<file path="src/rtl/nv_nvdla_cdma_wt_pkg.sv">
// Shared types and defaults for the CDMA weight read-response pipe.
package nv_nvdla_cdma_wt_pkg;

  typedef struct packed {
    logic [511:0] data;
    logic [1:0]   mask;
  } wt_rsp_pd_t;

  localparam int WT_RSP_PW    = $bits(wt_rsp_pd_t);
  localparam int WT_RSP_DEPTH = 4;

endpackage

</file>
<file path="src/rtl/nv_nvdla_cdma_wt_rsp_fifo.sv">
// Circular response FIFO with wrap-bit pointers; depth need not be a power of two.
module nv_nvdla_cdma_wt_rsp_fifo
  import nv_nvdla_cdma_wt_pkg::*;
#(
  parameter int PW      = WT_RSP_PW,
  parameter int ENTRIES = WT_RSP_DEPTH - 1,
  parameter int CW      = $clog2(ENTRIES + 1) + 1
) (
  input  logic          clk,
  input  logic          rst_n,
  input  logic          push,
  input  logic [PW-1:0] push_pd,
  input  logic          pop,
  output logic [PW-1:0] head_pd,
  output logic          full,
  output logic          empty,
  output logic [CW-1:0] count
);

  localparam int IW = (ENTRIES > 1) ? $clog2(ENTRIES) : 1;

  logic [PW-1:0] mem [ENTRIES];
  logic [IW:0]   wr_ptr;
  logic [IW:0]   rd_ptr;

  // Index wraps at ENTRIES-1, toggling the top bit so full and empty stay distinct.
  function automatic logic [IW:0] ptr_inc(input logic [IW:0] p);
    if (p[IW-1:0] == IW'(ENTRIES - 1)) begin
      return {~p[IW], {IW{1'b0}}};
    end
    return p + (IW+1)'(1);
  endfunction

  always_ff @(posedge clk or negedge rst_n) begin
    if (!rst_n) begin
      wr_ptr <= '0;
      rd_ptr <= '0;
    end else begin
      if (push) wr_ptr <= ptr_inc(wr_ptr);
      if (pop)  rd_ptr <= ptr_inc(rd_ptr);
    end
  end

  always_ff @(posedge clk) begin
    if (push) mem[wr_ptr[IW-1:0]] <= push_pd;
  end

  assign head_pd = mem[rd_ptr[IW-1:0]];
  assign empty   = (wr_ptr == rd_ptr);
  assign full    = (wr_ptr[IW-1:0] == rd_ptr[IW-1:0]) && (wr_ptr[IW] != rd_ptr[IW]);
  assign count   = (wr_ptr[IW] == rd_ptr[IW])
                 ? CW'(wr_ptr[IW-1:0]) - CW'(rd_ptr[IW-1:0])
                 : CW'(ENTRIES) - CW'(rd_ptr[IW-1:0]) + CW'(wr_ptr[IW-1:0]);

endmodule

</file>
<file path="src/rtl/nv_nvdla_cdma_wt_rsp_pipe.sv">
// CDMA weight read-response pipe: FIFO + output register with credit tracking.
// Optional sticky protocol-error flag enabled by NVDLA_CDMA_WT_RSP_ERR_EN.
module nv_nvdla_cdma_wt_rsp_pipe
  import nv_nvdla_cdma_wt_pkg::*;
#(
  parameter int PW    = WT_RSP_PW,
  parameter int DEPTH = WT_RSP_DEPTH
) (
  input  logic                   nvdla_core_clk,
  input  logic                   nvdla_core_rstn,
  input  logic                   rd_req_accept,
  output logic                   rd_credit_avail,
  input  logic                   dma_rd_rsp_vld,
  output logic                   dma_rd_rsp_rdy,
  input  logic [PW-1:0]          dma_rd_rsp_pd,
  output logic                   cv_int_rd_rsp_valid,
  input  logic                   cv_int_rd_rsp_ready,
  output logic [PW-1:0]          cv_int_rd_rsp_pd,
  output logic [$clog2(DEPTH):0] rd_outstanding,
  output logic                   rd_rsp_err
);

  localparam int OW = $clog2(DEPTH) + 1;

  logic          out_valid;
  logic [PW-1:0] out_pd;
  logic          out_pop;
  logic          out_free;
  logic          rsp_accept;
  logic          bypass;
  logic          fifo_push;
  logic          fifo_pop;
  logic          fifo_full;
  logic          fifo_empty;
  logic [PW-1:0] fifo_head;
  logic [OW-1:0] fifo_count;

  assign out_pop    = out_valid && cv_int_rd_rsp_ready;
  assign out_free   = !out_valid || out_pop;
  assign dma_rd_rsp_rdy = !(fifo_full && out_valid && !cv_int_rd_rsp_ready);
  assign rsp_accept = dma_rd_rsp_vld && dma_rd_rsp_rdy;
  assign bypass     = rsp_accept && fifo_empty && out_free;
  assign fifo_push  = rsp_accept && !bypass;
  assign fifo_pop   = !fifo_empty && out_free;

  nv_nvdla_cdma_wt_rsp_fifo #(
    .PW      (PW),
    .ENTRIES (DEPTH - 1),
    .CW      (OW)
  ) u_fifo (
    .clk     (nvdla_core_clk),
    .rst_n   (nvdla_core_rstn),
    .push    (fifo_push),
    .push_pd (dma_rd_rsp_pd),
    .pop     (fifo_pop),
    .head_pd (fifo_head),
    .full    (fifo_full),
    .empty   (fifo_empty),
    .count   (fifo_count)
  );

  // FIFO head always has priority over bypass so ordering is preserved.
  always_ff @(posedge nvdla_core_clk or negedge nvdla_core_rstn) begin
    if (!nvdla_core_rstn) begin
      out_valid <= 1'b0;
    end else if (fifo_pop || bypass) begin
      out_valid <= 1'b1;
    end else if (out_pop) begin
      out_valid <= 1'b0;
    end
  end

  always_ff @(posedge nvdla_core_clk) begin
    if (fifo_pop) begin
      out_pd <= fifo_head;
    end else if (bypass) begin
      out_pd <= dma_rd_rsp_pd;
    end
  end

  assign cv_int_rd_rsp_valid = out_valid;
  assign cv_int_rd_rsp_pd    = out_pd;

  always_ff @(posedge nvdla_core_clk or negedge nvdla_core_rstn) begin
    if (!nvdla_core_rstn) begin
      rd_outstanding <= '0;
    end else if (rd_req_accept && !out_pop && rd_outstanding != OW'(DEPTH)) begin
      rd_outstanding <= rd_outstanding + OW'(1);
    end else if (out_pop && !rd_req_accept && rd_outstanding != '0) begin
      rd_outstanding <= rd_outstanding - OW'(1);
    end
  end

  assign rd_credit_avail = (rd_outstanding < OW'(DEPTH));

`ifdef NVDLA_CDMA_WT_RSP_ERR_EN
  logic [OW-1:0] stored;
  logic          err_q;

  // A response with nothing in flight, or a request beyond the credit limit, is a protocol error.
  assign stored = fifo_count + OW'(out_valid);

  always_ff @(posedge nvdla_core_clk or negedge nvdla_core_rstn) begin
    if (!nvdla_core_rstn) begin
      err_q <= 1'b0;
    end else if ((rd_req_accept && rd_outstanding == OW'(DEPTH)) ||
                 (rsp_accept && stored >= rd_outstanding)) begin
      err_q <= 1'b1;
    end
  end

  assign rd_rsp_err = err_q;
`else
  logic unused_fifo_count;
  assign unused_fifo_count = ^fifo_count;
  assign rd_rsp_err = 1'b0;
`endif

endmodule
</file>
<file path="config.mk">
export PLATFORM = sky130hd
export DESIGN_NAME = nv_nvdla_cdma_wt_rsp_pipe
export DESIGN_NICKNAME = d
export VERILOG_FILES = /design/src/rtl/nv_nvdla_cdma_wt_pkg.sv /design/src/rtl/nv_nvdla_cdma_wt_rsp_fifo.sv /design/src/rtl/nv_nvdla_cdma_wt_rsp_pipe.sv
export SDC_FILE = /design/constraint.sdc
export NUM_CORES = 2
export LEC_CHECK = 0
export BUFFER_PORTS_ARGS = -buffer_cell sky130_fd_sc_hd__buf_4
export CAP_MARGIN = 20
export CORE_UTILIZATION = 35
export CTS_CLUSTER_SIZE = 14
export DETAILED_ROUTE_END_ITERATION = 8
export PLACE_DENSITY_LB_ADDON = 0.25
export REMOVE_ABC_BUFFERS = 1
export SETUP_SLACK_MARGIN = 0.2
export SYNTH_ARGS = -nofsm -noshare
export SYNTH_HDL_FRONTEND = slang
export SYNTH_SLANG_ARGS = --single-unit
export TNS_END_PERCENT = 5
</file>
<file path="constraint.sdc">
create_clock -name nvdla_core_clk -period 54.2 [get_ports nvdla_core_clk]
set_input_delay 8.13 -clock nvdla_core_clk [delete_from_list [all_inputs] [get_ports nvdla_core_clk]]
set_output_delay 8.13 -clock nvdla_core_clk [all_outputs]
set_load 0.01 [all_outputs]
</file>
---- Word level (Yosys, flattened, before mapping) ----
Memories as Yosys holds them, arrays and structs flattened.
Cells that the tools add are included.
storage, ports and cells
  bits in registers ....................... 524
  memory bits (writable) .................. 1542
  bits of input ports ..................... 519
  output and inout bits ................... 521
  word-level logic and storage cells ...... 61
  memories ................................ 1
memory list
  memory      words  bits a word  rd ports  clocked after Yosys merged registers in  write ports  RTL line                         RTL
  u_fifo.mem  3      514          1         0                                        1            nv_nvdla_cdma_wt_rsp_fifo.sv:22  logic [PW-1:0] mem [ENTRIES];
operators by class
  $add $sub $neg .......................... 4
  magnitude comparators ................... 1
  eq/ne operators ......................... 6
  multiplexer cells ....................... 16
  bitwise logic cells ..................... 2
  reductions and logical operators ........ 26
operators with widths
  cell                                               count
  two-way mux 514 bit                                2
  two-way mux 3 bit                                  6
  logical AND 1 bit                                  13
  adder 3 x 1 -> 3 bit, second input constant        3
  two-way mux 1 bit                                  8
  zero test 1 bit                                    7
  nonzero test 2 bit                                 3
  == test 2 bit, second input constant               2
  == test 3 bit                                      1
  less-than comparator 3 bit, second input constant  1
  inequality test 3 bit, second input constant       1
  nonzero test 3 bit                                 1
  subtractor 3 x 1 -> 3 bit, second input constant   1
  == test 2 bit                                      1
  logical OR 1 bit                                   2
  NOT 1 bit                                          2
  inequality test 1 bit                              1

---- Longest topological paths before layout ----
  depth after elaboration ................. 12
  mapped depth ............................ 8
  depth with buffers taken out ............ 7

---- Cells and area by module ----
Synthesis repeated with hierarchy kept, for this count alone.
unflattened totals
  cell total of the unflattened synthesis .. 4416
  area total of the unflattened synthesis .. 80682.4 um2
by module, submodules not included
  module                     instances  cells an instance  area an instance (um2)  sequential area each (um2)
  nv_nvdla_cdma_wt_rsp_fifo  1          3294               57286.2                 46454.6
  nv_nvdla_cdma_wt_rsp_pipe  1          1122               23396.2                 15534.9

---- Worst setup path before layout ----
OpenSTA, ideal clock, no wires.
  path kind ............................... input to register
  start ................................... in cv_int_rd_rsp_ready
  end ..................................... mem u_fifo.mem[2][0] (netlist name) (enable)
  setup time .............................. 2.126 ns
  arrival ................................. 45.794 ns
  data required time ...................... 52.074 ns
  setup slack ............................. 6.280 ns
  stages on the path ...................... 4
  buffers on the path ..................... 0
  cell sequence ........................... nor2b_1 xnor2_1 o21ai_1 nor3b_1
on the way
  word-level cells in the longest chain between the ends .. 10
  elaborated cells on any way between the ends .. 12
  classes of those cells .................. mux: 2; reduce/logical: 10
RTL lines
  what                                         RTL line                         RTL
  start: declaration                           nv_nvdla_cdma_wt_rsp_pipe.sv:17  input logic cv_int_rd_rsp_ready,
  zero test 1 bit                              nv_nvdla_cdma_wt_rsp_pipe.sv:40  assign dma_rd_rsp_rdy = !(fifo_full && out_valid && !cv_int_rd_rsp_ready);
  logical AND 1 bit                            nv_nvdla_cdma_wt_rsp_pipe.sv:40
  zero test 1 bit                              nv_nvdla_cdma_wt_rsp_pipe.sv:40
  logical AND 1 bit                            nv_nvdla_cdma_wt_rsp_pipe.sv:41  assign rsp_accept = dma_rd_rsp_vld && dma_rd_rsp_rdy;
  logical AND 1 bit (2 in a row)               nv_nvdla_cdma_wt_rsp_pipe.sv:42  assign bypass = rsp_accept && fifo_empty && out_free;
  zero test 1 bit                              nv_nvdla_cdma_wt_rsp_pipe.sv:43  assign fifo_push = rsp_accept && !bypass;
  logical AND 1 bit (*)                        nv_nvdla_cdma_wt_rsp_pipe.sv:43
  two-way mux 1 bit (*)                        nv_nvdla_cdma_wt_rsp_fifo.sv:45  if (push) mem[wr_ptr[IW-1:0]] <= push_pd;
  two-way mux 1 bit (implied by the code) (*)  nv_nvdla_cdma_wt_rsp_fifo.sv:45
  end: declaration                             nv_nvdla_cdma_wt_rsp_fifo.sv:22
Every way passes the cells marked *; elsewhere a longest branch is shown, timed or not.

---- Worst setup path in the final report ----
  start ................................... in cv_int_rd_rsp_ready
  end ..................................... out dma_rd_rsp_rdy
on the way
  word-level cells in the longest chain between the ends .. 3
RTL lines
  what               RTL line                         RTL
  zero test 1 bit    nv_nvdla_cdma_wt_rsp_pipe.sv:40
  logical AND 1 bit  nv_nvdla_cdma_wt_rsp_pipe.sv:40
  zero test 1 bit    nv_nvdla_cdma_wt_rsp_pipe.sv:40
  end: declaration   nv_nvdla_cdma_wt_rsp_pipe.sv:14  output logic dma_rd_rsp_rdy,
Every way passes these cells.

==> results.cfg <==
[yosys]
synth_top_family_by_area = compound AO/OA/AOI/OAI gates
syn_inst = 4987
synth_mux_area_share_pct = 6.65
synth_xor_area_share_pct = 0.0900
ys_seq_elements = 2066
yosys.area_share.simple_pct = 5.17
ys_seq_area_share_pct = 79.6
yosysWarnings = 0
synth_area_per_cell_sq_um = 15.6
synthAdderAreaFrac_pct = 0.0257
syn-cell-area_sq_um = 77900
yosys.cell_types.count = 34
synth-compound-area-share_pct = 6.74

[critical_path]
required_ns = 46.07
cp_slowest_cell = nor2b_1
crit_family = simple AND/OR/NAND/NOR gates
cp_max_fo = 4
max_stage_delay_ns = 0.28
start_kind = primary input
crit_type = in -> out
crit_chain = buf_4, nor2b_1, nand3_1, buf_4
endpoint_kind = primary output
crit_top_cell = buf_4
cp_data_arrival_time_ns = 8.83
cp_num_buf_inv = 2

[sta]
relSlewSlack_pct = 17.8
slew_viol_final = 0
timing_worst_slew_pin_value_ns = 1.23
rsz0062_at_grt = no
timing_hold_violations_final = 0
finalSetupViolCount = 0
min_period_over_period_pct = 31.3
fmax_mhz = 59.0
clock_skew_ns = 0.0614
period_needed_ns = 16.96

[layout]
final_nets = 6536
fin_util_pct = 43.3
fillerInstances = 19900
mostFrequentLayoutCells = edfxtp_1, buf_4, nor2_1
synthToLayoutAreaGrowth_pct = 22.6
final_layout_size_suffix_gt1_share_pct = 22.5
final_common_cell = edfxtp_1

[global_route]
antenna_found_initial = 71
grt.total_usage_pct = 16.7
grt_remaining_overflow = 0
grt_pass1_vias = 41600
grt_max_degree = 200
grt_pass1_wl_um = 278000

[routing]
postRouteAntennaNets = 0
first_pass_iters = 5
drc = 0
num_vias = 43600
routed_wl_um = 196000
drt_iter0_drc = 2894
viasPerCell = 4.75
post_drt_wl_per_cell_um = 21.3

[clock_network]
cts.repair.resized = 0
cts.hold.buffers_added = 0
post_cts_buffers = 0
root_buffer = clkbuf_16
clockBufferDepth = 3
cts_tree = done
path_clk_slew_ns = 0.06
numCtsBuffers = 214
clock_sinks = 2066
cts.htree.levels = 4
clk_latency_ns = 0.87

[die]
die_area_sq_um = 224000
core-area_sq_um = 220000
ios = 1040
start_util_pct = 35.3
die_w_um = 474
row_count = 172
die_h_um = 474

[power]
p_int_w = 0.00383
p_sw_w = 0.00191
leakage_nw = 34.6
combPwrFrac_pct = 30.9
p_sw_share_pct = 33.3
power_w = 0.00574
powerDensity_nw_per_um2 = 60.2
ir_worst_vdd_v = 0.0000520
p_clk_share_pct = 24.4
seq_power_share_pct = 44.7

[flow_run]
max_cap_viol_count = 0

[placement]
dp_hpwl_um = 120000
numPortBuffers = 1038
gp_congestion = 0.785

[run_status]
status = finished clean

[min_path]
hold_class = reg -> reg
[worst min-delay path, delay by kind of cell (launching register included)]
family	cells	cell delay, ns
DFF	1	0.32
AOI/OAI and AO/OA	2	0.16
[area by class of cell]
type / count / area, sq um / area share (%)
flip-flops and latches: 2066 / 62000 / 65.0
multi-input cells: 2629 / 14600 / 15.3
repair buffers: 1103 / 8410 / 8.81
clock buffers: 264 / 5570 / 5.84
well taps: 2958 / 3700 / 3.88
clock inverters: 131 / 1090 / 1.15
diodes: 29 / 72.6 / 0.0761
inverters: 2 / 7.51 / 0.00787
[synthesized netlist by cell type, drive strengths merged]
master  number  area (sq um)
edfxtp    2056         61700
dfrtp       10           250
nor4         1          6.26
xnor2        3          26.3
mux2i      514          5140
clkbuf     123           462
xor2         5          43.8
nor2b        3          18.8
conb         1          3.75
a21oi      515          2580
a41oi        1          8.76
o21ai      517          2590
or2          1          6.26
fa           1          20.0
mux2         3          33.8
o311a        1          10.0
inv          2          7.51
o31ai        1          21.3
o21a         1          7.51
nor3         3          15.0
a311oi       2          17.5
nand2b       3          18.8
nand3        2          10.0
buf        167           851
nor3b        2          15.0
or3          3          18.8
nand2      520          1950
o211ai       2          15.0
nor2       524          1970
[power by group through the flow]
stage	sequential (W)	clock (W)	combinational (W)
after floorplan	0.00327	0	0.00150
after CTS	0.00257	0.00144	0.00182
after global routing	0.00260	0.00150	0.00195
after global placement	0.00258	0	0.00180
after detailed placement	0.00259	0	0.00182
final	0.00256	0.00140	0.00178
[layer usage]
metal,global-route usage (%),vias to the layer above,part of all wire [%]
met5,0.173,-,0.27
met4,6.41,78,2.7
met3,6.88,314,9.4
met2,25.8,1222,46
met1,20.9,21200,41
li1,-,20800,-
[kinds of logic after synthesis]
kind of cell               count (synthesis)
DFF                                     2066
muxes                                    517
and+or+nand+nor                         1062
other                                      1
AOI/OAI and AO/OA                       1040
adders and majority gates                  1
xor gates and xnor gates                   8
buffers and inverters                    292
[through the flow]
step	setup WS, ns	setup TNS [ns]	instance area (sq um)	hold slack, ns	cells
detailed placement	37.25	0	88700	0.572	8758
floorplan	-1.24	-1252.12	76500	0.531	4697
global placement	37.24	0	88700	0.552	8758
CTS	37.25	0	95300	0.548	9153
finish	37.24	0	95400	0.541	9182
global route	37.11	0	95400	0.569	9174
[registers in the layout, indices dropped and copies added, names as in the netlist]
signal	flops
cv_int_rd_rsp_pd	514
cv_int_rd_rsp_valid	1
rd_outstanding	3
u_fifo.mem	1542
u_fifo.rd_ptr	3
u_fifo.wr_ptr	3
[final timing paths]
| path | start | endpoint | slack (ns) | cells past startpoint |
|---|---|---|---|---|
| max | cv_int_rd_rsp_ready | dma_rd_rsp_rdy | 37.24 | 4 |
| min | u_fifo.mem[2][468] | cv_int_rd_rsp_pd[468] | 0.54 | 2 |
| max reg2reg | u_fifo.rd_ptr[0] | cv_int_rd_rsp_pd[62] | 47.29 | 9 |
| min reg2reg | u_fifo.mem[2][468] | cv_int_rd_rsp_pd[468] | 0.54 | 2 |
| max in group asynchronous | nvdla_core_rstn | u_fifo.rd_ptr[0] | 46.88 | 1 |
| min in group asynchronous | nvdla_core_rstn | cv_int_rd_rsp_valid | 7.09 | 1 |
Note: power is estimated with default switching activity, not from simulation.
